**src/rtl/sm3_pkg.sv**
```systemverilog
// Shared types and sizes for the SM3 message block reader.
// Word 0 of a block is the most significant 64 bits.
package sm3_pkg;

    localparam int SM3_FIFO_W    = 64;
    localparam int SM3_BLK_WORDS = 8;
    localparam int SM3_BLK_W     = 512;

    typedef enum logic {
        ST_FILL,
        ST_HOLD
    } sm3_rd_state_e;

    typedef logic [0:SM3_BLK_WORDS-1][SM3_FIFO_W-1:0] sm3_block_t;

endpackage

```
**src/rtl/sm3_block_reader_if.sv**
```systemverilog
// FIFO read side and block handshake of the SM3 block reader.
// master = reader, slave = FIFO plus compression core.
interface sm3_block_reader_if;

    logic [sm3_pkg::SM3_FIFO_W-1:0] fifo_dout_i;
    logic                           fifo_last_i;
    logic                           fifo_empty_i;
    logic                           fifo_rena_o;
    logic [sm3_pkg::SM3_BLK_W-1:0]  block_o;
    logic                           block_valid_o;
    logic                           block_last_o;
    logic [63:0]                    block_index_o;
    logic                           block_ready_i;
    logic                           err_o;

    modport master (
        input  fifo_dout_i, fifo_last_i, fifo_empty_i, block_ready_i,
        output fifo_rena_o, block_o, block_valid_o, block_last_o,
        output block_index_o, err_o
    );

    modport slave (
        output fifo_dout_i, fifo_last_i, fifo_empty_i, block_ready_i,
        input  fifo_rena_o, block_o, block_valid_o, block_last_o,
        input  block_index_o, err_o
    );

endinterface

```
**src/rtl/sm3_blk_buf.sv**
```systemverilog
// One 512-bit message block buffer: slot write port plus
// full/last/index registers captured when the block completes.
module sm3_blk_buf
    import sm3_pkg::*;
(
    input  logic                  clk,
    input  logic                  rst_n,
    input  logic                  i_wr_en,
    input  logic [2:0]            i_wr_slot,
    input  logic [SM3_FIFO_W-1:0] i_wr_data,
    input  logic                  i_set_full,
    input  logic                  i_last,
    input  logic [63:0]           i_idx,
    input  logic                  i_clr_full,
    output sm3_block_t            o_block,
    output logic                  o_full,
    output logic                  o_last,
    output logic [63:0]           o_idx
);

    sm3_block_t  r_block;
    logic        r_full;
    logic        r_last;
    logic [63:0] r_idx;

    always_ff @(posedge clk or negedge rst_n) begin
        if (!rst_n) begin
            r_block <= '0;
            r_full  <= 1'b0;
            r_last  <= 1'b0;
            r_idx   <= '0;
        end else begin
            if (i_wr_en) begin
                r_block[i_wr_slot] <= i_wr_data;
            end
            if (i_set_full) begin
                r_full <= 1'b1;
                r_last <= i_last;
                r_idx  <= i_idx;
            end else if (i_clr_full) begin
                r_full <= 1'b0;
            end
        end
    end

    assign o_block = r_block;
    assign o_full  = r_full;
    assign o_last  = r_last;
    assign o_idx   = r_idx;

endmodule

```
**src/rtl/sm3_block_reader.sv**
```systemverilog
// Packs FIFO words into 512-bit SM3 blocks with last flag and index.
// SM3_BLK_PINGPONG_EN: two buffers so reads overlap the hold phase.
module sm3_block_reader
    import sm3_pkg::*;
#(
    parameter int FIFO_RD_LAT = 1
) (
    input logic                clk,
    input logic                rst_n,
    sm3_block_reader_if.master bus
);

`ifdef SM3_BLK_PINGPONG_EN
    localparam int NBUF = 2;
`else
    localparam int NBUF = 1;
`endif

    logic [FIFO_RD_LAT-1:0] r_pend;
    logic [2:0]             r_wr_cnt;
    logic [63:0]            r_nidx;
    logic                   r_err;

    logic w_rena;
    logic w_wr;
    logic w_done;
    logic w_mis;
    logic w_valid;
    logic w_xfer;

    logic [NBUF-1:0] w_wen;
    logic [NBUF-1:0] w_set;
    logic [NBUF-1:0] w_clr;
    logic [NBUF-1:0] w_full;
    logic [NBUF-1:0] w_last;
    sm3_block_t      w_blk [NBUF];
    logic [63:0]     w_idx [NBUF];

    sm3_block_t  w_out_blk;
    logic        w_out_last;
    logic [63:0] w_out_idx;

    assign w_wr   = r_pend[FIFO_RD_LAT-1];
    assign w_done = w_wr && (r_wr_cnt == 3'd7);
    assign w_mis  = w_wr && bus.fifo_last_i && (r_wr_cnt != 3'd7);
    assign w_xfer = w_valid && bus.block_ready_i;

    // r_nidx is the index the block now being filled will carry
    always_ff @(posedge clk or negedge rst_n) begin
        if (!rst_n) begin
            r_pend   <= '0;
            r_wr_cnt <= '0;
            r_nidx   <= '0;
            r_err    <= 1'b0;
        end else begin
            r_pend <= FIFO_RD_LAT'({r_pend, w_rena});
            if (w_mis) begin
                r_wr_cnt <= '0;
            end else if (w_wr) begin
                r_wr_cnt <= r_wr_cnt + 3'd1;
            end
            if (w_mis) begin
                r_err  <= 1'b1;
                r_nidx <= '0;
            end else if (w_done) begin
                r_nidx <= bus.fifo_last_i ? 64'd0 : r_nidx + 64'd1;
            end
        end
    end

    for (genvar i = 0; i < NBUF; i++) begin : g_buf
        sm3_blk_buf u_buf (
            .clk        (clk),
            .rst_n      (rst_n),
            .i_wr_en    (w_wen[i]),
            .i_wr_slot  (r_wr_cnt),
            .i_wr_data  (bus.fifo_dout_i),
            .i_set_full (w_set[i]),
            .i_last     (bus.fifo_last_i),
            .i_idx      (r_nidx),
            .i_clr_full (w_clr[i]),
            .o_block    (w_blk[i]),
            .o_full     (w_full[i]),
            .o_last     (w_last[i]),
            .o_idx      (w_idx[i])
        );
    end

`ifdef SM3_BLK_PINGPONG_EN
    logic       r_wsel;
    logic       r_rsel;
    logic [4:0] w_cap;
    logic [4:0] w_used;

    // free slots across non-full buffers vs. words stored or in flight
    assign w_cap  = (w_full[0] ? 5'd0 : 5'd8) + (w_full[1] ? 5'd0 : 5'd8);
    assign w_used = {2'b00, r_wr_cnt} + {4'b0000, r_pend[0]};
    assign w_rena = !bus.fifo_empty_i && (w_cap > w_used);

    assign w_wen = {w_wr && r_wsel, w_wr && !r_wsel};
    assign w_set = {w_done && r_wsel, w_done && !r_wsel};
    assign w_clr = {w_xfer && r_rsel, w_xfer && !r_rsel};

    assign w_valid    = w_full[r_rsel];
    assign w_out_blk  = w_blk[r_rsel];
    assign w_out_last = w_last[r_rsel];
    assign w_out_idx  = w_idx[r_rsel];

    always_ff @(posedge clk or negedge rst_n) begin
        if (!rst_n) begin
            r_wsel <= 1'b0;
            r_rsel <= 1'b0;
        end else begin
            if (w_done) begin
                r_wsel <= ~r_wsel;
            end
            if (w_xfer) begin
                r_rsel <= ~r_rsel;
            end
        end
    end
`else
    sm3_rd_state_e r_state;
    logic [3:0]    r_issue_cnt;

    assign w_rena = (r_state == ST_FILL) && !bus.fifo_empty_i &&
                    (r_issue_cnt < 4'd8);

    assign w_wen = w_wr;
    assign w_set = w_done;
    assign w_clr = w_xfer;

    assign w_valid    = w_full[0];
    assign w_out_blk  = w_blk[0];
    assign w_out_last = w_last[0];
    assign w_out_idx  = w_idx[0];

    // a read issued alongside a misaligned word belongs to the new block
    always_ff @(posedge clk or negedge rst_n) begin
        if (!rst_n) begin
            r_state     <= ST_FILL;
            r_issue_cnt <= '0;
        end else begin
            unique case (r_state)
                ST_FILL: begin
                    if (w_done) begin
                        r_state     <= ST_HOLD;
                        r_issue_cnt <= '0;
                    end else if (w_mis) begin
                        r_issue_cnt <= {3'b000, w_rena};
                    end else if (w_rena) begin
                        r_issue_cnt <= r_issue_cnt + 4'd1;
                    end
                end
                ST_HOLD: begin
                    if (w_xfer) begin
                        r_state <= ST_FILL;
                    end
                end
            endcase
        end
    end
`endif

    assign bus.fifo_rena_o   = w_rena;
    assign bus.block_o       = w_out_blk;
    assign bus.block_valid_o = w_valid;
    assign bus.block_last_o  = w_out_last;
    assign bus.block_index_o = w_out_idx;
    assign bus.err_o         = r_err;

endmodule

```
**src/flat_wrapper.sv**
```systemverilog
// flat-port wrapper written by rule: the top's interface ports become plain ports
module sm3_block_reader_flat import sm3_pkg::*;
#(
    parameter int FIFO_RD_LAT = 1
)
  (clk, rst_n, bus_fifo_dout_i, bus_fifo_last_i, bus_fifo_empty_i, bus_block_ready_i, bus_fifo_rena_o, bus_block_o, bus_block_valid_o, bus_block_last_o, bus_block_index_o, bus_err_o);
  sm3_block_reader_if bus_i ();
  input logic clk;
  input logic rst_n;
  input wire logic [$bits(bus_i.fifo_dout_i)-1:0] bus_fifo_dout_i;
  input wire logic [$bits(bus_i.fifo_last_i)-1:0] bus_fifo_last_i;
  input wire logic [$bits(bus_i.fifo_empty_i)-1:0] bus_fifo_empty_i;
  input wire logic [$bits(bus_i.block_ready_i)-1:0] bus_block_ready_i;
  output wire logic [$bits(bus_i.fifo_rena_o)-1:0] bus_fifo_rena_o;
  output wire logic [$bits(bus_i.block_o)-1:0] bus_block_o;
  output wire logic [$bits(bus_i.block_valid_o)-1:0] bus_block_valid_o;
  output wire logic [$bits(bus_i.block_last_o)-1:0] bus_block_last_o;
  output wire logic [$bits(bus_i.block_index_o)-1:0] bus_block_index_o;
  output wire logic [$bits(bus_i.err_o)-1:0] bus_err_o;
  assign bus_i.fifo_dout_i = bus_fifo_dout_i;
  assign bus_i.fifo_last_i = bus_fifo_last_i;
  assign bus_i.fifo_empty_i = bus_fifo_empty_i;
  assign bus_i.block_ready_i = bus_block_ready_i;
  assign bus_fifo_rena_o = bus_i.fifo_rena_o;
  assign bus_block_o = bus_i.block_o;
  assign bus_block_valid_o = bus_i.block_valid_o;
  assign bus_block_last_o = bus_i.block_last_o;
  assign bus_block_index_o = bus_i.block_index_o;
  assign bus_err_o = bus_i.err_o;
  sm3_block_reader #(.FIFO_RD_LAT(FIFO_RD_LAT)) u_core (.clk(clk), .rst_n(rst_n), .bus(bus_i));
endmodule
```
**config.mk**
```make
export PLATFORM = sky130hd
export DESIGN_NAME = sm3_block_reader_flat
export DESIGN_NICKNAME = d
export VERILOG_FILES = /design/src/rtl/sm3_pkg.sv /design/src/rtl/sm3_block_reader_if.sv /design/src/rtl/sm3_blk_buf.sv /design/src/rtl/sm3_block_reader.sv /design/src/flat_wrapper.sv
export SDC_FILE = /design/constraint.sdc
export NUM_CORES = 1
export LEC_CHECK = 0
export BUFFER_PORTS_ARGS = -buffer_cell sky130_fd_sc_hd__clkbuf_2
export CAP_MARGIN = 20
export CORE_AREA = 3 3 250 252
export CTS_BUF_LIST = sky130_fd_sc_hd__clkbuf_2
export DETAILED_ROUTE_END_ITERATION = 6
export DIE_AREA = 0 0 253 255
export GPL_TIMING_DRIVEN = 0
export PLACE_DENSITY = 0.73
export SLEW_MARGIN = 20
export SYNTH_ARGS = -nofsm -noshare
export SYNTH_HDL_FRONTEND = slang
export SYNTH_SLANG_ARGS = --single-unit
export TNS_END_PERCENT = 100
```
**constraint.sdc**
```tcl
create_clock -name clk -period 3.4 [get_ports clk]
set_clock_uncertainty 0.05 [all_clocks]
set_input_delay 0.68 -clock clk [delete_from_list [all_inputs] [get_ports clk]]
set_output_delay 0.68 -clock clk [all_outputs]
set_load 0.01 [all_outputs]
```
# Word level (Yosys, flattened, before mapping)
# Cells that the tools add are included.
totals:
  out_inout_bits: 580
  inputBits: 69
  regBits: 652
  wordCells: 56
classes:
  n_mux: 16
  n_reduce_logical: 13
  magnitude_cmp: 3
  n_addsub: 3
  n_eq_ne: 2
  bitwise_logic: 2
op_table:
  columns: ["operator", "n"]
  rows:
  - ["$bwmux 512", 1]
  - ["$mux 64", 4]
  - ["$demux 64 s3", 1]
  - ["$add 64x1->64 const B", 1]
  - ["$mux 4", 3]
  - ["$logic_and 1x1->1", 7]
  - ["$mux 3", 2]
  - ["$reduce_bool 2->1", 3]
  - ["$add 4x1->4 const B", 1]
  - ["$ge 4x4->1 const B", 1]
  - ["$lt 4x1->1 const B", 1]
  - ["$lt 4x4->1 const B", 1]
  - ["$mux 1", 4]
  - ["$not 3->4", 1]
  - ["$add 3x1->3 const B", 1]
  - ["$eq 3x3->1 const B", 1]
  - ["$ne 3x3->1 const B", 1]
  - ["$reduce_bool 3->1", 1]
  - ["$pmux 1 s2", 1]
  - ["$reduce_and 2->1", 1]
  - ["$logic_not 1->1", 1]
  - ["$not 1->1", 1]

# Longest topological paths before layout
depth:
  word_depth: 6
  mapped_depth: 10
  mapped_depth_nobuf: 7

# Modules after synthesis
# A second synthesis with hierarchy kept.
hier_totals:
  hier_cells: 1657
  hier_area_um2: 25554.5
by_module_without_submodules:
  columns: ["mod", "cells_per_inst", "area_per_inst_um2", "n_inst"]
  rows:
  - ["sm3_blk_buf", 1227, 21609.5, 1]
  - ["sm3_block_reader", 430, 3945.0, 1]

# Worst setup path before layout
# OpenSTA, ideal clock, no wires.
synth_path:
  kind: "input -> register"
  start: "input bus_fifo_last_i"
  end: "register u_core.r_nidx[62]"
  slack_ps: 1129
  path_stages: 7
  path_buffers: 2
  arrival_ps: 2143
  t_required_ps: 3272
  cell_sequence: "buf_2 o2111a_1 and3_1 buf_2 nand4_4 or4_1 a21oi_1"
synth_via:
  elab_chain_cells: 3
synth_rtl:
  columns: ["item", "line_no", "rtl"]
  rows:
  - ["from (decl)", "flat_wrapper.sv:11", "input wire logic [$bits(bus_i.fifo_last_i)-1:0] bus_fifo_last_i;"]
  - ["$mux 64 or $logic_and 1x1->1 (tied branches)", "sm3_block_reader.sv:66, sm3_block_reader.sv:45", null]
  - ["$mux 64 or $logic_and 1x1->1 (tied branches)", "sm3_block_reader.sv:65, sm3_block_reader.sv:45", null]
  - ["$mux 64 or $reduce_bool 2->1 (tied branches)", null, null]
  - ["to (signal assigned)", "sm3_block_reader.sv:66", "r_nidx <= bus.fifo_last_i ? 64'd0 : r_nidx + 64'd1;"]
  - ["to (decl)", "sm3_block_reader.sv:21", "logic [63:0] r_nidx;"]
# Several ways; a longest one is shown, not always the timed one. The select of a mux whose other input is x is not followed.
# A chain may end at the register's enable or synchronous reset.

# Worst setup path after layout
layout_path:
  start: "input bus_fifo_empty_i"
  end: "output bus_fifo_rena_o"
layout_via:
  elab_chain_cells: 3
layout_rtl:
  columns: ["item", "line_no", "rtl"]
  rows:
  - ["from (decl)", "flat_wrapper.sv:12", "input wire logic [$bits(bus_i.fifo_empty_i)-1:0] bus_fifo_empty_i;"]
  - ["$logic_not 1->1", "sm3_block_reader.sv:126", "assign w_rena = (r_state == ST_FILL) && !bus.fifo_empty_i &&"]
  - ["$logic_and 1x1->1 (2 in series)", "sm3_block_reader.sv:126", null]
  - ["to (decl)", "flat_wrapper.sv:14", "output wire logic [$bits(bus_i.fifo_rena_o)-1:0] bus_fifo_rena_o;"]
# No other way between the ends.

==> impl_table.tex <==
\begin{tabular}{lr}
\hline
Metric & Value \\
\hline
\multicolumn{2}{l}{\textbf{Outcome}} \\
\quad Outcome & finished clean \\
\multicolumn{2}{l}{\textbf{Worst setup path}} \\
\quad Critical Path End Type & primary output \\
\quad Critical path class & primary input to primary output \\
\quad Critical-path maximum fanout & 8 \\
\quad Category of the worst setup path launch point & primary input \\
\quad Required time of the worst setup path & roughly 2.7 ns \\
\quad Data arrival, critical path & 2.50 ns \\
\multicolumn{2}{l}{\textbf{Floorplanning}} \\
\quad Number of core rows & 90 \\
\quad Std-Cell Core Area & 60360 sq um \\
\quad Initial cell density of the core & 0.4168 \\
\quad Chip Height & about 260 microns \\
\quad DIE WIDTH & 253 microns \\
\quad Die footprint & about 65000 sq um \\
\quad I/O pin cnt & 649 \\
\multicolumn{2}{l}{\textbf{Timing}} \\
\quad Peak Freq & 309.4 MHz \\
\quad Final worst path period need & 3.232 ns \\
\quad Hold violation count in the final report & 0 \\
\quad Unrepaired setup endpoints after global routing & false \\
\quad Worst slew margin & 0.3901 \\
\quad Final worst-path cycle share & 0.9505 \\
\quad Total of endpoints with negative setup slack in the final report & 0 \\
\quad Measured slew at the worst slew-check pin & 0.9149 ns \\
\quad Fin Setup TNS & 0 ns \\
\quad Number of pins exceeding their max-slew limit in the final report & 0 \\
\quad Worst Slack Setup Final & roughly 0.17 ns \\
\multicolumn{2}{l}{\textbf{Power and ir drop}} \\
\quad Worst-case vdd ir drop & 0.5756 mV \\
\quad Switching share of total power & 0.3682 \\
\quad Static Leak & 15.67 nW \\
\quad Power density cells & 836.8 nW/um\^{}2 \\
\quad Final total power & 26.74 mW \\
\quad Total internal power & 16.90 mW \\
\quad Part of the total power dissipated in combinational logic & 0.348 \\
\quad Sequential group share of total power & 0.455 \\
\quad Clock power frac & 0.196 \\
\quad Sw Pwr & just under 10 mW \\
\multicolumn{2}{l}{\textbf{Cells and area}} \\
\quad Most common cell after layout, fill and taps aside & sky130\_fd\_sc\_hd\_\_clkbuf\_2 \\
\quad Final standard cell area without fillers & 31960 sq um \\
\quad Highest-count cells in the layout ignoring fill and taps & sky130\_fd\_sc\_hd\_\_clkbuf\_2 (880), sky130\_fd\_sc\_hd\_\_dfrtp\_1 (652), sky130\_fd\_sc\_hd\_\_mux2\_2 (570) \\
\quad Filler cell count in the final layout & between 5000 and 6000 \\
\quad Reg area & 16320 sq um \\
\quad Finished Layout Cells & 3456 \\
\quad Share of final-layout standard cells stronger than drive strength 1 & 0.5688 \\
\quad Net count of the finished layout & 2624 \\
\quad Layout overhead on the synthesized area & 27.03\% \\
\quad Area taken by multi-input logic gates & 8489 sq um \\
\multicolumn{2}{l}{\textbf{Routing}} \\
\quad Drt first pass iters & 7 \\
\quad Starting DRT DRC Count & 934 \\
\quad Number of routed nets with antenna violations & 0 \\
\quad Vias/cell & 5.165 \\
\quad DRC violation count after routing & 0 \\
\quad Wire length per cell & 22.76 microns \\
\quad Number of vias in the routed layout & 17850 \\
\quad Aggregate routed wire length & roughly 80000 microns \\
\multicolumn{2}{l}{\textbf{GRT}} \\
\quad Via count of the first global-routing pass & 19250 \\
\quad GR met1 Demand/Resource & 0.2681 \\
\quad Met3 track demand over resource in global routing & 0.09440 \\
\quad Global-route track usage on met2 & 0.4076 \\
\quad Initial antenna violation count & 4 \\
\quad All-Layer GR Usage & 0.2388 \\
\quad Busiest grt layer & met2 \\
\quad Maximum number of pins on one net before global-route repair & 95 \\
\quad Global-route wire length before repair & 116400 microns \\
\quad GRT Residual Overflow & 0 \\
\multicolumn{2}{l}{\textbf{Clock tree}} \\
\quad TritonCTS sink count & 652 \\
\quad Post-CTS Setup Repair Bufs & 0 \\
\quad Inserted Clock Buffers & 167 \\
\quad Clock tree from TritonCTS & built \\
\quad Number of buffers on the longest clock path & 3 \\
\quad Clk\_lat worst skew & approximately 1.3 ns \\
\quad H-tree levels & 4 \\
\quad Worst-path clk slew & 0.11 ns \\
\quad Clk root buf & sky130\_fd\_sc\_hd\_\_clkbuf\_2 \\
\multicolumn{2}{l}{\textbf{Synth}} \\
\quad Post-synthesis sequential area ratio & 0.6486 \\
\quad Asr flop ratio synth & 1.000 \\
\quad Cell count after synthesis & 1646 \\
\quad Number of synthesized register bits & 652 \\
\quad Post-synthesis instance area & 25160 sq um \\
\quad Prevailing post-synth register cell & sky130\_fd\_sc\_hd\_\_dfrtp\_1 \\
\quad Cell variety after synth & 48 \\
\quad Syn nets & 1719 \\
\quad Warning count from the yosys run & 0 \\
\quad Post-synthesis area per instance & 15.28 sq um \\
\quad Count of flip-flops with a built-in enable after synthesis & 0 \\
\multicolumn{2}{l}{\textbf{Run}} \\
\quad Max\_cap viols & 0 \\
\multicolumn{2}{l}{\textbf{Placed design}} \\
\quad Pre-CTS worst setup slack & 0.3879 ns \\
\quad Number of port buffers & 647 \\
\quad Number of placed cells counting well taps & 3086 \\
\quad Placer congestion estimate & 0.8851 \\
\quad Area of placed instances & 29670 sq um \\
\quad HPWL after detailed placement & 56850 microns \\
\multicolumn{2}{l}{\textbf{Min path}} \\
\quad Class of the most critical hold timing path & primary input to register \\
\hline
\end{tabular}
-- power by group through the flow --
stage / clock [mW] / combinational [mW] / sequential, mW
6_report: 5.25 / 9.32 / 12.2
3_5_place_dp: 0 / 9.30 / 12.3
2_1_floorplan: 0 / 3.15 / 13.4
4_1_cts: 5.40 / 9.40 / 12.1
3_3_place_gp: 0 / 9.06 / 12.1
5_1_grt: 5.82 / 9.89 / 12.5
-- critical path, cell delays in order --
cell,delay [ns]
sky130_fd_sc_hd__dlygate4sd3_1,0.54
sky130_fd_sc_hd__clkbuf_2,0.12
sky130_fd_sc_hd__dlygate4sd3_1,0.60
sky130_fd_sc_hd__nor3_4,0.34
sky130_fd_sc_hd__clkbuf_2,0.21
-- sequential cells by signal, summed over array words and instances (netlist names) --
signal	count
u_core.g_buf.u_buf.o_last	1
u_core.r_nidx	64
u_core.g_buf.u_buf.o_block	512
u_core.r_pend	1
u_core.bus.err_o	1
u_core.g_buf.u_buf.o_idx	64
u_core.r_state	1
u_core.g_buf.u_buf.o_full	1
u_core.r_wr_cnt	3
u_core.r_issue_cnt	4
-- through the flow --
step	hold WS [ns]	util
6_report	0.2317	0.5294
3_3_place_gp	0.4218	0.4867
3_5_place_dp	0.4357	0.4916
4_1_cts	0.005951	0.5290
5_1_grt	0.08455	0.5293
2_1_floorplan	0.3344	-
-- area by class of cell --
type / instances / share of cell area
Tap cell: 782 / 0.03062
Clock buffer: 232 / 0.03634
Clock inverter: 53 / 0.009280
Antenna cell: 7 / 0.0005482
Sequential cell: 652 / 0.5106
Buffer: 81 / 0.01092
Multi-Input combinational cell: 902 / 0.2657
Inverter: 11 / 0.001292
Timing Repair Buffer: 736 / 0.1348
-- Yosys cell counts (all sizes together) (2+ instances only) --
master / instances / area [sq um]
xor2: 23 / 201.4
nor2: 38 / 142.6
o22ai: 5 / 31.28
or3: 24 / 151.4
or4: 13 / 101.4
nor3: 10 / 81.33
dfrtp: 652 / 16320
and2: 5 / 32.53
nand2b: 2 / 12.51
nor3b: 2 / 15.01
buf: 27 / 137.6
nand2: 39 / 146.4
inv: 11 / 41.29
and4: 6 / 52.55
o21ai: 30 / 150.1
nand4: 27 / 196.4
ha: 4 / 50.05
xnor2: 9 / 78.83
nor4: 5 / 52.55
a21oi: 33 / 165.2
o31ai: 9 / 67.56
and3: 13 / 83.83
o21a: 5 / 37.54
clkbuf: 53 / 198.9
mux2: 570 / 6419
nor2b: 2 / 12.51
nand3: 22 / 120.1
-- final timing paths --
path	endpoint	startpoint	cells past startpoint	slack (ns)
max	bus_fifo_rena_o	bus_fifo_empty_i	5	0.17
min	u_core.r_nidx[1]	bus_fifo_last_i	3	0.23
max reg2reg	u_core.g_buf[0].u_buf.o_block[214]	u_core.r_wr_cnt[2]	6	0.42
min reg2reg	u_core.r_pend	u_core.r_issue_cnt[3]	1	0.41
max in group asynchronous	u_core.g_buf[0].u_buf.o_block[248]	rst_n	7	1.07
min in group asynchronous	u_core.g_buf[0].u_buf.o_idx[2]	rst_n	4	0.50
-- cell families after synthesis --
family | share of synthesized area
adder cells (fa/ha/maj) | 0.001990
AO/OA/AOI/OAI | 0.01930
flip-flops | 0.6486
multiplexers | 0.2551
XOR/XNOR | 0.01114
AND/OR/NAND/NOR | 0.04844
buffers and inverters | 0.01542
-- metal layers --
layer,part of all wire,vias up
met5,0,-
met4,0.032,0
met3,0.088,147
met2,0.51,718
met1,0.37,9225
li1,-,7760
-- timing repair --
item,in CTS,in global routing
setup endpoints to repair,1,1
gates resized for setup,1,1
hold buffers,78,0
hold endpoints to repair,779,0
(Power assumes the default switching activity.)
